### config.mk
export PLATFORM = sky130hd
export DESIGN_NAME = fifo_control
export DESIGN_NICKNAME = d
export VERILOG_FILES = /design/src/rtl/fifo_control.sv
export SDC_FILE = /design/constraint.sdc
export NUM_CORES = 1
export LEC_CHECK = 0
export ABC_CLOCK_PERIOD_IN_PS = 2700
export CAP_MARGIN = 15
export CORE_ASPECT_RATIO = 0.75
export CORE_MARGIN = 5
export CORE_UTILIZATION = 62
export DETAILED_ROUTE_END_ITERATION = 10
export GPL_TIMING_DRIVEN = 0
export PLACE_DENSITY = 0.79
export SLEW_MARGIN = 20
export SYNTH_ARGS = -nofsm -noshare
export SYNTH_HDL_FRONTEND = slang
export SYNTH_SLANG_ARGS = --single-unit
export TNS_END_PERCENT = 100
### constraint.sdc
create_clock -name clk -period 2.7 [get_ports clk]
set_clock_uncertainty 0.15 [all_clocks]
set_input_delay 0.54 -clock clk [delete_from_list [all_inputs] [get_ports clk]]
set_output_delay 0.54 -clock clk [all_outputs]
set_load 0.05 [all_outputs]
### src/rtl/fifo_control.sv
// Elastic pre-fill buffer: a single-clock circular FIFO that is written every cycle
// and replays the stream THRESH cycles later. Build option: FIFO_CONTROL_ZERO_OUT_EN.
//
// state  | meaning
// FILL   | collecting the first THRESH words, no reads
// STREAM | one read per edge while the FIFO is non-empty; left only through reset
module fifo_control #(
  parameter int DATA_W = 16,
  parameter int DEPTH  = 32,
  parameter int THRESH = 16
) (
  input  logic              clk,
  input  logic              rst_n,
  input  logic [DATA_W-1:0] data_in,
  output logic              rd_en,
  output logic [DATA_W-1:0] data_out
);

  localparam int AW = $clog2(DEPTH);
  localparam int CW = AW + 1;
  localparam logic [CW-1:0] DEPTH_C  = CW'(DEPTH);
  localparam logic [CW-1:0] THRESH_C = CW'(THRESH);

  typedef enum logic {
    FILL   = 1'b0,
    STREAM = 1'b1
  } state_t;

  state_t            state;
  state_t            state_nxt;
  logic [AW-1:0]     wr_ptr;
  logic [AW-1:0]     rd_ptr;
  logic [CW-1:0]     count;
  logic              rd_go;
  logic              wr_go;
  logic [DATA_W-1:0] mem [DEPTH];

  always_ff @(posedge clk or posedge rst_n) begin
    if (rst_n) begin
      state <= FILL;
    end else begin
      state <= state_nxt;
    end
  end

  // The FILL->STREAM edge also performs the first read, judged on the pre-edge count.
  always_comb begin
    state_nxt = state;
    rd_go     = 1'b0;
    case (state)
      FILL: begin
        if (count >= THRESH_C) begin
          state_nxt = STREAM;
          rd_go     = (count != '0);
        end
      end
      STREAM: begin
        rd_go = (count != '0);
      end
      default: begin
        state_nxt = FILL;
      end
    endcase
    wr_go = (count != DEPTH_C) || rd_go;
  end

  always_ff @(posedge clk or posedge rst_n) begin
    if (rst_n) begin
      wr_ptr <= '0;
      rd_ptr <= '0;
      count  <= '0;
    end else begin
      if (wr_go) begin
        wr_ptr <= wr_ptr + 1'b1;
      end
      if (rd_go) begin
        rd_ptr <= rd_ptr + 1'b1;
      end
      case ({wr_go, rd_go})
        2'b10:   count <= count + 1'b1;
        2'b01:   count <= count - 1'b1;
        default: count <= count;
      endcase
    end
  end

  // Storage is not reset; a write landing in word 0 during reset is overwritten by the
  // first real write, which also targets address 0.
  always_ff @(posedge clk) begin
    if (wr_go) begin
      mem[wr_ptr] <= data_in;
    end
  end

  always_ff @(posedge clk or posedge rst_n) begin
    if (rst_n) begin
      rd_en    <= 1'b0;
      data_out <= '0;
    end else begin
      rd_en <= rd_go;
      if (rd_go) begin
        data_out <= mem[rd_ptr];
      end else begin
`ifdef FIFO_CONTROL_ZERO_OUT_EN
        data_out <= '0;
`else
        data_out <= data_out;
`endif
      end
    end
  end

endmodule

After elaboration in Yosys (flattened, before gate mapping):

Memories as Yosys holds them, arrays and structs flattened. A register that Yosys moved wholly into a read port is not among the register bits.
Index checks and enable logic that the tools add are counted.

* register bits: 18
* bits in writable memories: 512
* input bits: 18
* memories: 1
* logic and storage cells: 25
* output and inout bits: 17

Memory list
* mem: words 32, bits a word 16, rd ports 1, clocked after Yosys merged registers in 1, write ports 1, RTL line 36 `logic [DATA_W-1:0] mem [DEPTH];`

* reduce and logical (&&, ||, !) cells: 3
* magnitude comparators: 1
* bitwise logic cells: 1
* multiplexer cells: 7
* equality and inequality tests: 3
* add/sub/neg operators: 4

Operator list (number)
* $pmux 6 s2: 1
* $add 5x1->5 const B: 2
* $add 6x1->6 const B: 1
* $ge 6x5->1 const B: 1
* $ne 6x6->1 const B: 1
* $reduce_bool 6->1: 1
* $sub 6x1->6 const B: 1
* $mux 1: 5
* $eq 2x1->1 const B: 1
* $eq 2x2->1 const B: 1
* $pmux 1 s2: 1
* $reduce_bool 2->1: 1
* $logic_or 1x1->1: 1
* $not 1->1: 1

Logic depth before layout (Yosys ltp):

Gate-level depths: netlist of run 1.

* word-level depth: 6
* depth in mapped cells: 8
* gate-level depth less buffers: 6

Least setup slack after synthesis of run 1:

Ideal clock, no wire load.

* path kind: register to register
* from: register wr_ptr[2]
* to: memory mem[16][0], enable pin
* setup time: 388 ps
* buffers on the path: 2
* slack: 481 ps
* clock period less this slack: 2219 ps
* stages on the path, launching flop included: 5
* arrival time: 1680 ps
* required time: 2162 ps
* path through: dfrtp_1 > clkbuf_1 > or2_2 > clkbuf_1 > nor2_1

RTL lines
* start: declaration: RTL line 31 `logic [AW-1:0] wr_ptr;`
* start signal: assignment: RTL line 74 `wr_ptr <= wr_ptr + 1'b1;`
* end: declaration: RTL line 36

No word-level cell before the write port.

Worst setup path in the final report of run 1:

* from: register data_out[15] (read register of mem)
* to: output data_out[15]

RTL lines
* start: declaration: RTL line 16 `output logic [DATA_W-1:0] data_out`

No word-level cell between the ends.

==> flow_summary.yaml, run 1 <==
clock_tree:
  post-cts-setup-buffers: 0
  cts.path.max_buffers: 3
  cts_hold_buf: 0
  cts_tree: "done"
  clkSinkCount: 546
  clkLatencyLatePin_ns: 0.58
  ctsHtreeMaxLevel: 2
  path_clk_slew_ns: 0.07
  postCtsResizedCells: 0
  numCtsBuffers: 49
  root_buffer: "clkbuf_16"
timing:
  min_period_ns: 2.566
  fin_setup_tns_ns: 0
  whs_ns: 0.05348
  setup_slack_ns: 0.1344
  fin_crit_sh_pct: 95.02
  slew_violations: 0
  tightest_slew_ns: 0.9304
  hold_viol_final: 0
  rsz0062_at_grt: "no"
  slew_headroom_pct: 37.91
  setup_violations: 0
  timing.fmax_mhz: 389.8
power:
  finalPower_mw: 23.59
  pwr-share-clk_pct: 28.5
  power.share.switching_pct: 31.32
  powerDensity_nw_per_um2: 978.3
  ir_worst_vdd_uv: 676.6
  power_frac_seq_pct: 41.2
  pwr-share-comb_pct: 30.3
  power_switching_mw: 7.389
  leakage_nw: 8.058
  p_int_mw: 16.20
critical_path:
  required_ns: 2.01
  cpPeakStageDelay_ns: 0.84
  crit_chain: "clkdlybuf4s50_1"
  startpoint: "data_out[15]$_DFFE_PP0N_"
  critPathArrivalTime_ns: 1.88
  crit_fanout: 2
  cp.depth: 1
  cp-start-kind: "flip-flop"
  regToRegSetupSlack_ns: 0.20
  worst-path-buf-inv: 1
  crit_end: "data_out[15]"
  crit_type: "flip-flop to primary output"
  rr_startpoint: "count[0]$_DFFE_PP0P_"
  r2r_end: "data_out[3]$_DFFE_PP0N_"
  cp_top_family: "buffers and inverters"
  cp_slowest_cell: "clkdlybuf4s50_1"
  endpoint_kind: "primary output"
  reg2reg_depth: 6
place:
  pre_cts_ws_ns: 0.1603
  dp_cells: 1573
  io_buffers: 34
  gp_congestion: 0.9476
  hpwl_microns: 32600
die:
  io_pins: 35
  floorplan.initialDensity_pct: 63.05
  die-area_sq_um: 38080
  die_h_microns: 170.3
  die_w_microns: 223.7
  num_rows: 58
  core_sq_um: 33670
cells_and_area:
  drive_gt1_share_pct: 22.96
  antenna_cells: 0
  instances_no_fill: 1665
  nFillCells: 1956
  multiInputGateArea_sq_um: 4638
  final_nets: 1202
  syn2layout_area_growth_pct: 13.60
  seq_area_sq_um: 16230
global_routing:
  antenna_found_initial: 0
  grt_use_total_pct: 26.39
  grt.overflow.total: 0
  first_global_vias: 10700
  grt_pass1_wl_microns: 72370
  grt_max_degree: 33
synthesis:
  synthDistinctLibCells: 46
  synth_common_cells: "512 x edfxtp_1, 111 x mux2i_1, 79 x mux4_2"
  netlist_area_sq_um: 21230
  yosysMostFrequentCell: "edfxtp_1"
  syn_area_per_cell_sq_um: 20.11
  yosysSeqAreaShare_pct: 76.42
  synth_async_sr_flop_share_pct: 6.227
  synth_area_leaders: "edfxtp_1 72%, mux4_2 8.4%, mux2i_1 5.2%"
  synthCells: 1056
  synth_top_area_share_pct: 72.41
  synth_flop_cell: "edfxtp_1"
  ys.warnings.count: 0
  ys_seq_elements: 546
  synth_edf_count: 512
  synth_top_cell_by_area: "edfxtp_1"
route:
  drt_first_pass_iters: 5
  viasPerCell: 6.601
  wl_met2_microns: 21390
  met3_length_microns: 6884
  wl_microns: 49650
  drtIter0Drc: 1737
  met1Wirelength_microns: 20240
  wl_per_cell_microns: 29.82
  final_antenna_net_count: 0
  num_vias: 10990
  drc_errors: 0
  highest_layer: "met4"
min_path:
  hold_class: "input port to asynchronous set/reset pin"
flow_run:
  max_cap_violations: 0
run_status:
  status: "complete, no violations"
-- flip-flops by register name, summed over array words and instances (netlist names) --
signal	flops
count	6
data_out	16
mem	512
rd_en	1
rd_ptr	5
state	1
wr_ptr	5
-- power groups by stage --
stage	Combinational, mW	Clock, mW	Sequential [mW]
finish	7.15	6.72	9.72
global route	7.51	7.18	9.74
CTS	7.09	6.76	9.71
detailed placement	7.03	0	9.89
global placement	6.89	0	9.89
floorplan	4.40	0	10.2
-- area by class of cell --
| class | count | area share, % |
|---|---|---|
| multi-input combinational | 443 | 19.23 |
| buffer | 60 | 1.774 |
| sequential | 546 | 67.28 |
| clock buffer | 72 | 5.696 |
| clock inverter | 20 | 0.7522 |
| inverter | 9 | 0.1401 |
| timing repair buffer | 65 | 2.796 |
| tap | 450 | 2.335 |
-- cell families after synthesis --
logic type      after synthesis  synth area share, %
mux                         195                13.88
other cells                   1              0.01766
simple gates                119                2.475
buf+inv                      69                2.169
xor+xnor                     10               0.4125
compound gates              106                4.037
fa+ha+maj                    10               0.5893
flops                       546                76.42
-- worst min-delay path by stage --
stage | startpoint | end | cells after the start
floorplan | wr_ptr[0]$_DFFE_PP0P_ | wr_ptr[0]$_DFFE_PP0P_ | 1
global placement | rd_ptr[4]$_DFFE_PP0N_ | rd_ptr[4]$_DFFE_PP0N_ | 1
detailed placement | wr_ptr[0]$_DFFE_PP0P_ | wr_ptr[0]$_DFFE_PP0P_ | 1
CTS | rst_n | rd_en$_DFF_PP0_ | 2
global route | rst_n | rd_en$_DFF_PP0_ | 2
finish | rst_n | rd_en$_DFF_PP0_ | 2
-- routing by layer --
metal / vias to the layer above / GRT usage [%]
met5: - / 0
met2: 734 / 36.69
met3: 69 / 6.639
met4: 0 / 6.097
li1: 4544 / -
met1: 5643 / 43.02
-- cells in the final DEF (no fill, tap or decap), types with 24 or more instances in the layout --
cell type  count
buf_2         34
buf_6         24
clkbuf_1      39
clkbuf_16     50
dfrtp_1       34
edfxtp_1     512
mux2i_1      111
mux4_2        79
nand2_1       41
nor2_2        32
o22ai_1       28
-- stage by stage --
stage,util (%),cell area [sq um]
after CTS,71.64,24120
final,71.63,24120
after detailed placement,67.02,22570
after floorplan,-,21240
after global routing,71.63,24120
after global placement,65.76,22140
No activity file was read; power rests on OpenSTA's default activity.
==> inputs of run 2 (changes only) <==
ABC_CLOCK_PERIOD_IN_PS = 2400   (was 2700)
clock period = 2.4 ns   (was 2.7 ns; I/O delays follow)
==> flow_summary.yaml, run 2 (synthesis results as in run 1) <==
cells_and_area:
  mostFrequentLayoutCell: "edfxtp_1"
  final_cell_mix: "512 x edfxtp_1, 110 x mux2i_1, 79 x mux4_2"
  largest_reg_flops: 512
  antenna_cells: 0
  multiInputGateArea_sq_um: 4712
  nFillCells: 1941
  final_area_sq_um: 24230
  seq_area_sq_um: 16230
  instances_no_fill: 1667
  top_register: "mem"
  drive_gt1_share_pct: 24.08
  final_nets: 1204
  top_regs: "mem x512, data_out x16, count x6"
  syn2layout_area_growth_pct: 14.13
global_routing:
  antenna_found_initial: 0
  grt_use_total_pct: 26.41
  grt.overflow.total: 0
  first_global_vias: 10700
  grt_pass1_wl_microns: 72430
  grt_max_degree: 33
critical_path:
  reg2reg_depth: 4
  rr_startpoint: "wr_ptr[2]$_DFFE_PP0P_"
  cpPeakStageDelay_ns: 0.81
  critPathArrivalTime_ns: 1.73
  cp_slowest_cell: "clkdlybuf4s50_1"
  r2r_end: "mem[12][4]$_DFFE_PP_"
  cp-start-kind: "flip-flop"
  endpoint_kind: "primary output"
  required_ns: 1.77
  cp.depth: 1
  crit_end: "data_out[13]"
  startpoint: "data_out[13]$_DFFE_PP0N_"
  crit_type: "flip-flop to primary output"
  regToRegSetupSlack_ns: 0.06
  crit_fanout: 2
  worst-path-buf-inv: 1
  crit_chain: "clkdlybuf4s50_1"
  cp_top_family: "buffers and inverters"
flow_run:
  max_cap_violations: 0
clock_tree:
  clkLatencyLatePin_ns: 0.58
  cts.path.max_buffers: 3
  clkSinkCount: 546
  root_buffer: "clkbuf_16"
  cts_tree: "done"
  numCtsBuffers: 49
  ctsHtreeMaxLevel: 2
  path_clk_slew_ns: 0.07
timing:
  fin_crit_sh_pct: 98.49
  hold_viol_final: 0
  slew_headroom_pct: 46.82
  setup_violations: 0
  tightest_slew_ns: 0.7977
  timing.fmax_mhz: 423.1
  rsz0062_at_grt: "yes"
  min_period_ns: 2.364
  whs_ns: 0.3170
  slew_violations: 0
power:
  leakage_nw: 8.157
  ir_worst_vdd_uv: 763.7
  power_frac_seq_pct: 41.2
  power.share.switching_pct: 31.40
  pwr-share-comb_pct: 30.4
  powerDensity_nw_per_um2: 1097
  power_switching_mw: 8.346
  pwr-share-clk_pct: 28.4
  p_int_mw: 18.24
place:
  io_buffers: 34
  dp_cells: 1573
  hpwl_microns: 32600
  gp_congestion: 0.9476
  placed_cell_area_sq_um: 22570
die:
  core_sq_um: 33670
  floorplan.initialDensity_pct: 63.05
  die_w_microns: 223.7
  io_pins: 35
  die_h_microns: 170.3
  die-area_sq_um: 38080
  num_rows: 58
route:
  wl_per_cell_microns: 29.76
  viasPerCell: 6.598
  final_antenna_net_count: 0
  drc_errors: 0
  wl_microns: 49620
  drt_first_pass_iters: 5
  drtIter0Drc: 1784
  num_vias: 11000
run_status:
  status: "complete, no violations"
min_path:
  hold_class: "input port to flip-flop"
-- run 2: cell types whose count changed in the layout (fill, tap and decap cells not counted), sizes merged --
| cell | before | now |
|---|---|---|
| clkdlybuf4s50 | 18 | 4 |
| dlygate4sd2 | 0 | 9 |
| dlymetal6s2s | 0 | 5 |
| buf | 85 | 86 |
| dlygate4sd3 | 0 | 1 |
-- run 2: layer usage --
| layer | vias to the layer above | GRT usage, % | wire (microns) |
|---|---|---|---|
| met5 | - | 0 | 0 |
| met4 | 0 | 6.097 | 1153 |
| met3 | 64 | 6.536 | 6664 |
| met2 | 720 | 36.74 | 21370 |
| met1 | 5677 | 43.10 | 20430 |
| li1 | 4538 | - | - |
-- run 2: layout make-up --
cell class / count / area share (%)
sequential: 546 / 66.96
multi-input combinational: 443 / 19.45
inverter: 9 / 0.1394
timing repair buffer: 67 / 2.861
clock buffer: 72 / 5.670
tap: 450 / 2.324
clock inverter: 20 / 0.7487
buffer: 60 / 1.849
-- run 2: worst min-delay path by stage --
stage / from / to / slack [ns] / cells past startpoint
2_1_floorplan: wr_ptr[0]$_DFFE_PP0P_ / wr_ptr[0]$_DFFE_PP0P_ / 0.32 / 1
5_1_grt: data_in[11] / mem[18][11]$_DFFE_PP_ / 0.31 / 1
6_report: data_in[11] / mem[13][11]$_DFFE_PP_ / 0.32 / 1
4_1_cts: data_in[15] / mem[27][15]$_DFFE_PP_ / 0.32 / 1
3_3_place_gp: rd_ptr[4]$_DFFE_PP0N_ / rd_ptr[4]$_DFFE_PP0N_ / 0.34 / 1
3_5_place_dp: wr_ptr[0]$_DFFE_PP0P_ / wr_ptr[0]$_DFFE_PP0P_ / 0.37 / 1
-- run 2: timing repair --
| item | CTS | global route |
|---|---|---|
| setup endpoints to repair | 23 | 77 |
| buffers inserted | 0 | 1 |
| gates resized for setup | 17 | 30 |
| endpoints found under the hold margin | 1 | 0 |
| hold buffers | 1 | 0 |
-- run 2: stage by stage --
step	total power, mW	setup slack (ns)	TNS (ns)	util [%]
final	26.58	0.03632	0	71.96
after global routing	27.52	-0.03940	-0.4197	71.96
after CTS	26.49	0.0005753	0	71.72
after detailed placement	19.04	-0.1397	-0.9822	67.02
after global placement	18.88	-0.4019	-138.88	65.76
after floorplan	16.46	0.1811	0	-
-- run 2: power groups by stage --
stage / Combinational [mW] / Clock [mW] / Sequential, mW
global route: 8.49 / 8.08 / 11.0
CTS: 7.95 / 7.61 / 10.9
detailed placement: 7.91 / 0 / 11.1
floorplan: 4.95 / 0 / 11.5
finish: 8.08 / 7.56 / 10.9
global placement: 7.75 / 0 / 11.1
==> inputs of run 3 (changes only) <==
--- a/config.mk
+++ b/config.mk
@@ -7,2 +7,3 @@
 export LEC_CHECK = 0
+export ABC_AREA = 0
 export ABC_CLOCK_PERIOD_IN_PS = 2400
==> constraint.sdc (replaced) <==
create_clock -name clk -period 2.4 [get_ports clk]
set_clock_uncertainty 0.15 [all_clocks]
set_input_delay 0.6 -clock clk [delete_from_list [all_inputs] [get_ports clk]]
set_output_delay 0.6 -clock clk [all_outputs]
set_load 0.05 [all_outputs]
==> flow_summary.yaml, run 3 (synthesis results as in run 1) <==
run_status:
  status: "complete, no violations"
die:
  num_rows: 58
  die_w_microns: 223.7
  floorplan.initialDensity_pct: 63.05
  die_h_microns: 170.3
  core_sq_um: 33670
  io_pins: 35
  die-area_sq_um: 38080
timing:
  whs_ns: 0.1138
  slew_headroom_pct: 47.15
  min_period_ns: 2.344
  hold_viol_final: 0
  slew_violations: 0
  tightest_slew_ns: 0.7928
  rsz0062_at_grt: "yes"
  setup_violations: 0
  fin_crit_sh_pct: 97.65
  timing.fmax_mhz: 426.7
cells_and_area:
  drive_gt1_share_pct: 24.10
  largest_reg_flops: 512
  final_area_sq_um: 24200
  syn2layout_area_growth_pct: 13.97
  final_nets: 1203
  final_cell_mix: "512 x edfxtp_1, 110 x mux2i_1, 79 x mux4_2"
  mostFrequentLayoutCell: "edfxtp_1"
  antenna_cells: 0
  top_register: "mem"
  top_regs: "mem x512, data_out x16, count x6"
critical_path:
  regToRegSetupSlack_ns: 0.06
  cp_slowest_cell: "dlygate4sd2_1"
  cp-start-kind: "flip-flop"
  cp_top_family: "buffers and inverters"
  cpPeakStageDelay_ns: 0.56
  critPathArrivalTime_ns: 1.59
  worst-path-buf-inv: 1
  crit_fanout: 2
  crit_chain: "dlygate4sd2_1"
  endpoint_kind: "primary output"
  required_ns: 1.65
  crit_type: "flip-flop to primary output"
route:
  wl_per_cell_microns: 29.80
  viasPerCell: 6.573
  drc_errors: 0
  drt_first_pass_iters: 7
  num_vias: 10950
  drtIter0Drc: 1814
  final_antenna_net_count: 0
  wl_microns: 49640
clock_tree:
  clkSinkCount: 546
  cts.path.max_buffers: 3
  clkLatencyLatePin_ns: 0.58
  cts_tree: "done"
  root_buffer: "clkbuf_16"
  path_clk_slew_ns: 0.06
  numCtsBuffers: 49
  ctsHtreeMaxLevel: 2
place:
  hpwl_microns: 32600
  io_buffers: 34
  gp_congestion: 0.9476
  placed_cell_area_sq_um: 22570
global_routing:
  grt.overflow.total: 0
  grt_max_degree: 33
  grt_pass1_wl_microns: 72430
  antenna_found_initial: 1
  grt_use_total_pct: 26.41
  first_global_vias: 10700
power:
  leakage_nw: 8.113
  finalPower_mw: 26.53
  ir_worst_vdd_uv: 764.3
  powerDensity_nw_per_um2: 1096
min_path:
  hold_class: "input port to asynchronous set/reset pin"
flow_run:
  max_cap_violations: 0
## run 3: changes by cell type in the layout (fill, tap and decap cells not counted)
cell | previous run | this run
clkdlybuf4s50_1 | 4 | 1
dlymetal6s2s_1 | 5 | 0
dlygate4sd3_1 | 1 | 0
dlygate4sd2_1 | 9 | 17
## run 3: cell type report
type	count	area, sq um
repair buffers	66	660.6
well taps	450	563.0
flip-flops and latches	546	16230
clock buffers	72	1374
fillers	1954	9474
inverters	9	33.78
multi-input cells	443	4712
clock inverters	20	181.4
plain buffers	60	447.9
## run 3: final timing paths
path                                    startpoint               endpoint  cells after the start
max                        data_out[6]$_DFFE_PP0N_            data_out[6]                      1
min                                          rst_n        rd_en$_DFF_PP0_                      2
max reg2reg                  wr_ptr[2]$_DFFE_PP0P_   mem[12][4]$_DFFE_PP_                      4
min reg2reg                  wr_ptr[0]$_DFFE_PP0P_  wr_ptr[0]$_DFFE_PP0P_                      1
max in group asynchronous                    rst_n  wr_ptr[0]$_DFFE_PP0P_                      3
min in group clk             wr_ptr[0]$_DFFE_PP0P_  wr_ptr[0]$_DFFE_PP0P_                      1
## run 3: layer usage
layer | vias to the layer above | track usage [%] | wire length (microns)
li1 | 4538 | - | -
met1 | 5653 | 43.06 | 20450
met4 | 0 | 6.097 | 1116
met5 | - | 0 | 0
met3 | 62 | 6.639 | 6626
met2 | 698 | 36.71 | 21450
## run 3: repair_timing
action	4_1_cts	5_1_grt
gates cloned	0	0
resized for setup	25	25
hold buffers	0	0
buffers inserted	0	1
pin swaps	0	0
setup endpoints to repair	31	72
## run 3: report_power, final
part	internal, mW	switching [mW]
sequential	10.7	0.263
combinational	3.31	4.74
clock	4.21	3.33
## run 3: metrics by stage
stage	TNS, ns	worst slack (ns)	std cells	util [%]
6_report	0	0.05638	1666	71.86
5_1_grt	-0.4197	-0.03940	1666	71.86
4_1_cts	0	0.008974	1665	71.66
3_5_place_dp	-3.566	-0.1397	1573	67.02
3_3_place_gp	-183.57	-0.4019	1542	65.76
2_1_floorplan	0	0.1811	1058	-
==> RTL change (settings of run 3) <==
Add an input register stage for `data_in`, cleared by the reset; this delays it by one clock.
--- a/src/rtl/fifo_control.sv
+++ b/src/rtl/fifo_control.sv
@@ -26,4 +26,14 @@
     STREAM = 1'b1
   } state_t;
+
+  logic [DATA_W-1:0] data_q;
+
+  always_ff @(posedge clk or posedge rst_n) begin
+    if (rst_n) begin
+      data_q <= '0;
+    end else begin
+      data_q <= data_in;
+    end
+  end
 
   state_t            state;
@@ -89,5 +99,5 @@
   always_ff @(posedge clk) begin
     if (wr_go) begin
-      mem[wr_ptr] <= data_in;
+      mem[wr_ptr] <= data_q;
     end
   end
Function: same outputs for any inputs over 10 cycles, from zero or initial values and one cycle with rst_n high; that may be too few to reach the edited logic, so the function may still have changed.
==> RTL change against run 3 <==
  * Total power increased by 1.8%
  * Area after synthesis increased by 1.9%
  * Sequential cell count increased by 16
  * Synthesized cell count increased by 1.5%
  * Largest power group unchanged
  * Critical path depth increased by 3
  * Setup slack got worse by 26 ps
  * Design area increased by 2.0%
  * Wire length increased by 2.9%
==> RTL change: results (changes against run 3) <==
- Commonest cells in the netlist: 512 x edfxtp_1, 111 x mux2i_1, 79 x mux4_2, 50 x dfrtp_1, 48 x nor2_1 (was 512 x edfxtp_1, 111 x mux2i_1, 79 x mux4_2, 48 x nor2_1, 41 x nand2_1).
- Status: completed (unchanged).
- The share of Yosys cell area claimed by the top area cell type is 71.1% (was 72.4%).
- The post-synthesis sequential area ratio was 76.9% (was 76.4%).
- The standard cell area after detailed placement is 23,000 sq um (was 22,600 sq um).
- The class of the most critical hold timing path is primary input to register (was primary input to async pin).
- The mean instance size in the synthesized netlist was 20.2 sq um (was 20.1 sq um).
- The arrival time of the worst setup path is 2410 ps (was 1590 ps).
- The routed wire length per instance is 30.3 microns (was 29.8 microns).
- The top fanout value on the critical path is 16 (was 2).
- The count of fill cells added during filler insertion came to 1,992 (was 1,954).
- Ranking of synthesized cells by area: edfxtp_1 71%, mux4_2 8.2%, dfrtp_1 5.8% (was edfxtp_1 72%, mux4_2 8.4%, mux2i_1 5.2%).
- The via count normalized by instance count is 6.64 (was 6.57).
- The number of buffers on the longest clock path is 3 (unchanged).
- Biggest registers after layout: mem: 512 flops, data_out: 16 flops, data_q: 16 flops (was mem: 512 flops, data_out: 16 flops, count: 6 flops).
- The post-synthesis async set-or-reset flop share is 8.90% (was 6.23%).
- The number of stages on the worst hold path is 1.
- The placer's final routability congestion estimate is 0.934 (was 0.948).
- The number of flops mapped to enable cells by yosys is 512 (unchanged).
- The maximum number of pins on one net before global-route repair is 51 (was 33).
- The count of H-tree levels built during CTS is 2 (unchanged).
- The count of buffers from port buffering came to 34 (unchanged).
- The worst ir drop on vdd is 0.761 mV (was 0.764 mV).
- The initial DRC count is 1,723 (was 1,814).
- The number of diodes added for antenna fixing is 0 (unchanged).
- The HPWL after detailed placement is 32,400 microns (was 32,600 microns).
- The count of nets after finishing was 1,218 (was 1,203).
- The cell depth of the worst flop-to-flop path came to 4 (unchanged).
- The reg-to-reg setup timing slack came to 30 ps (was 60 ps).
- The source-to-sink clock delay at the later pin of the worst-skew pair is 570 ps.
- The detailed-routing iteration count for the pre-antenna-repair pass is 5 (was 7).
- The initial antenna violation count is 0 (was 1).
- The total wire length after detailed routing is 51,100 microns (was 49,600 microns).
- The worst max-slew margin expressed relative to the limit is 28.1% (was 47.1%).
- The first-pass GRT wire length was 75,300 microns (was 72,400 microns).
- The dominant register cell in the synthesized netlist is edfxtp_1 (unchanged).
- The cell at the root of the clock tree is clkbuf_16 (unchanged).
- The leakage power figure was 0.00829 uW (was 0.00811 uW).
- The share of layout cells above drive strength 1 is 23.2% (was 24.1%).
- The clock slew at the register clock pins of the worst setup and hold paths is 70 ps.
- The number of warnings reported in the yosys synthesis log is 0 (unchanged).
- The number of different library cells in the post-synthesis netlist is 48 (was 46).
- The cell total after placement is 1,594 (was 1,573).
- The clock buffer count from CTS is 50 (was 49).
- The combined global-route utilization of all metal layers is 27.2% (was 26.4%).
## RTL change: cell types whose count changed in the layout (fill, tap and decap cells not counted), moves of 2 or more
| cell | change |
|---|---|
| buf_2 | -14 |
| clkbuf_16 | +3 |
| clkdlybuf4s50_1 | +16 |
| clkinv_1 | +2 |
| clkinv_2 | -3 |
| dfrtp_2 | +15 |
## RTL change: what timing repair did
action,4_1_cts,5_1_grt
pin swaps,0,0
resized for setup,24,23
endpoints found under the setup margin,33,81
setup buffers,0,1
## RTL change: kinds of logic (layout without fill, tap and decap cells)
logic type,after synthesis,count (layout),share of synthesized area [%]
simple gates,119,119,2.43
buf+inv,69,226,2.13
flops,562,562,76.9
mux,195,195,13.6
other cells,1,3,0.0173
fa+ha+maj,10,10,0.578
compound gates,106,106,3.96
xor+xnor,10,10,0.405
## RTL change: metal layers
metal	global-route usage [%]	vias up	part of all wire, %
li1	-	4595	-
met1	42.3	5768	40
met2	38.9	778	44
met3	7.66	70	13
met4	6.89	0	2.5
met5	0	-	0
## RTL change: area by class of cell
class	count	area, sq um	area share (%)
multi-input cells	443	4690	19.0
flip-flops and latches	562	16600	67.4
well taps	457	572	2.32
repair buffers	64	709	2.87
clock inverters	15	119	0.481
plain buffers	60	448	1.81
clock buffers	78	1470	5.96
inverters	9	36.3	0.147
## RTL change: stage by stage
stage | hold slack (ps) | util (%) | setup WS (ps) | total power, uW
2_1_floorplan | 317 | - | 181 | 16800
3_3_place_gp | 333 | 65.3 | -776 | 19200
3_5_place_dp | 362 | 66.6 | -171 | 19300
4_1_cts | 295 | 71.3 | 13.7 | 27000
5_1_grt | 295 | 71.5 | -67.3 | 28000
6_report | 315 | 71.5 | 30.8 | 27000
## RTL change: critical path, stage by stage (launching register included)
cell      delay (ps)
dfrtp_1          450
inv_1            140
ha_1             210
nand2b_1         280
nor2_2           760
## RTL change: path summary, 6_finish.rpt
check / start / to
worst min register to register: rd_ptr[4] / rd_ptr[4]
worst min-delay path: data_in[12] / data_q[12]
max in group asynchronous: rst_n / data_q[15]
worst max-delay path: wr_ptr[0] / mem[8][8]
worst max register to register: wr_ptr[0] / mem[8][8]
min in group asynchronous: rst_n / data_q[14]
## RTL change: power by group
group	switching (uW)	total (uW)	leakage, uW	internal [uW]
combinational	4580	7870	0.00232	3290
clock	3340	7760	0.000772	4420
sequential	421	11400	0.00519	11000
total	8340	27000	0.00829	18700
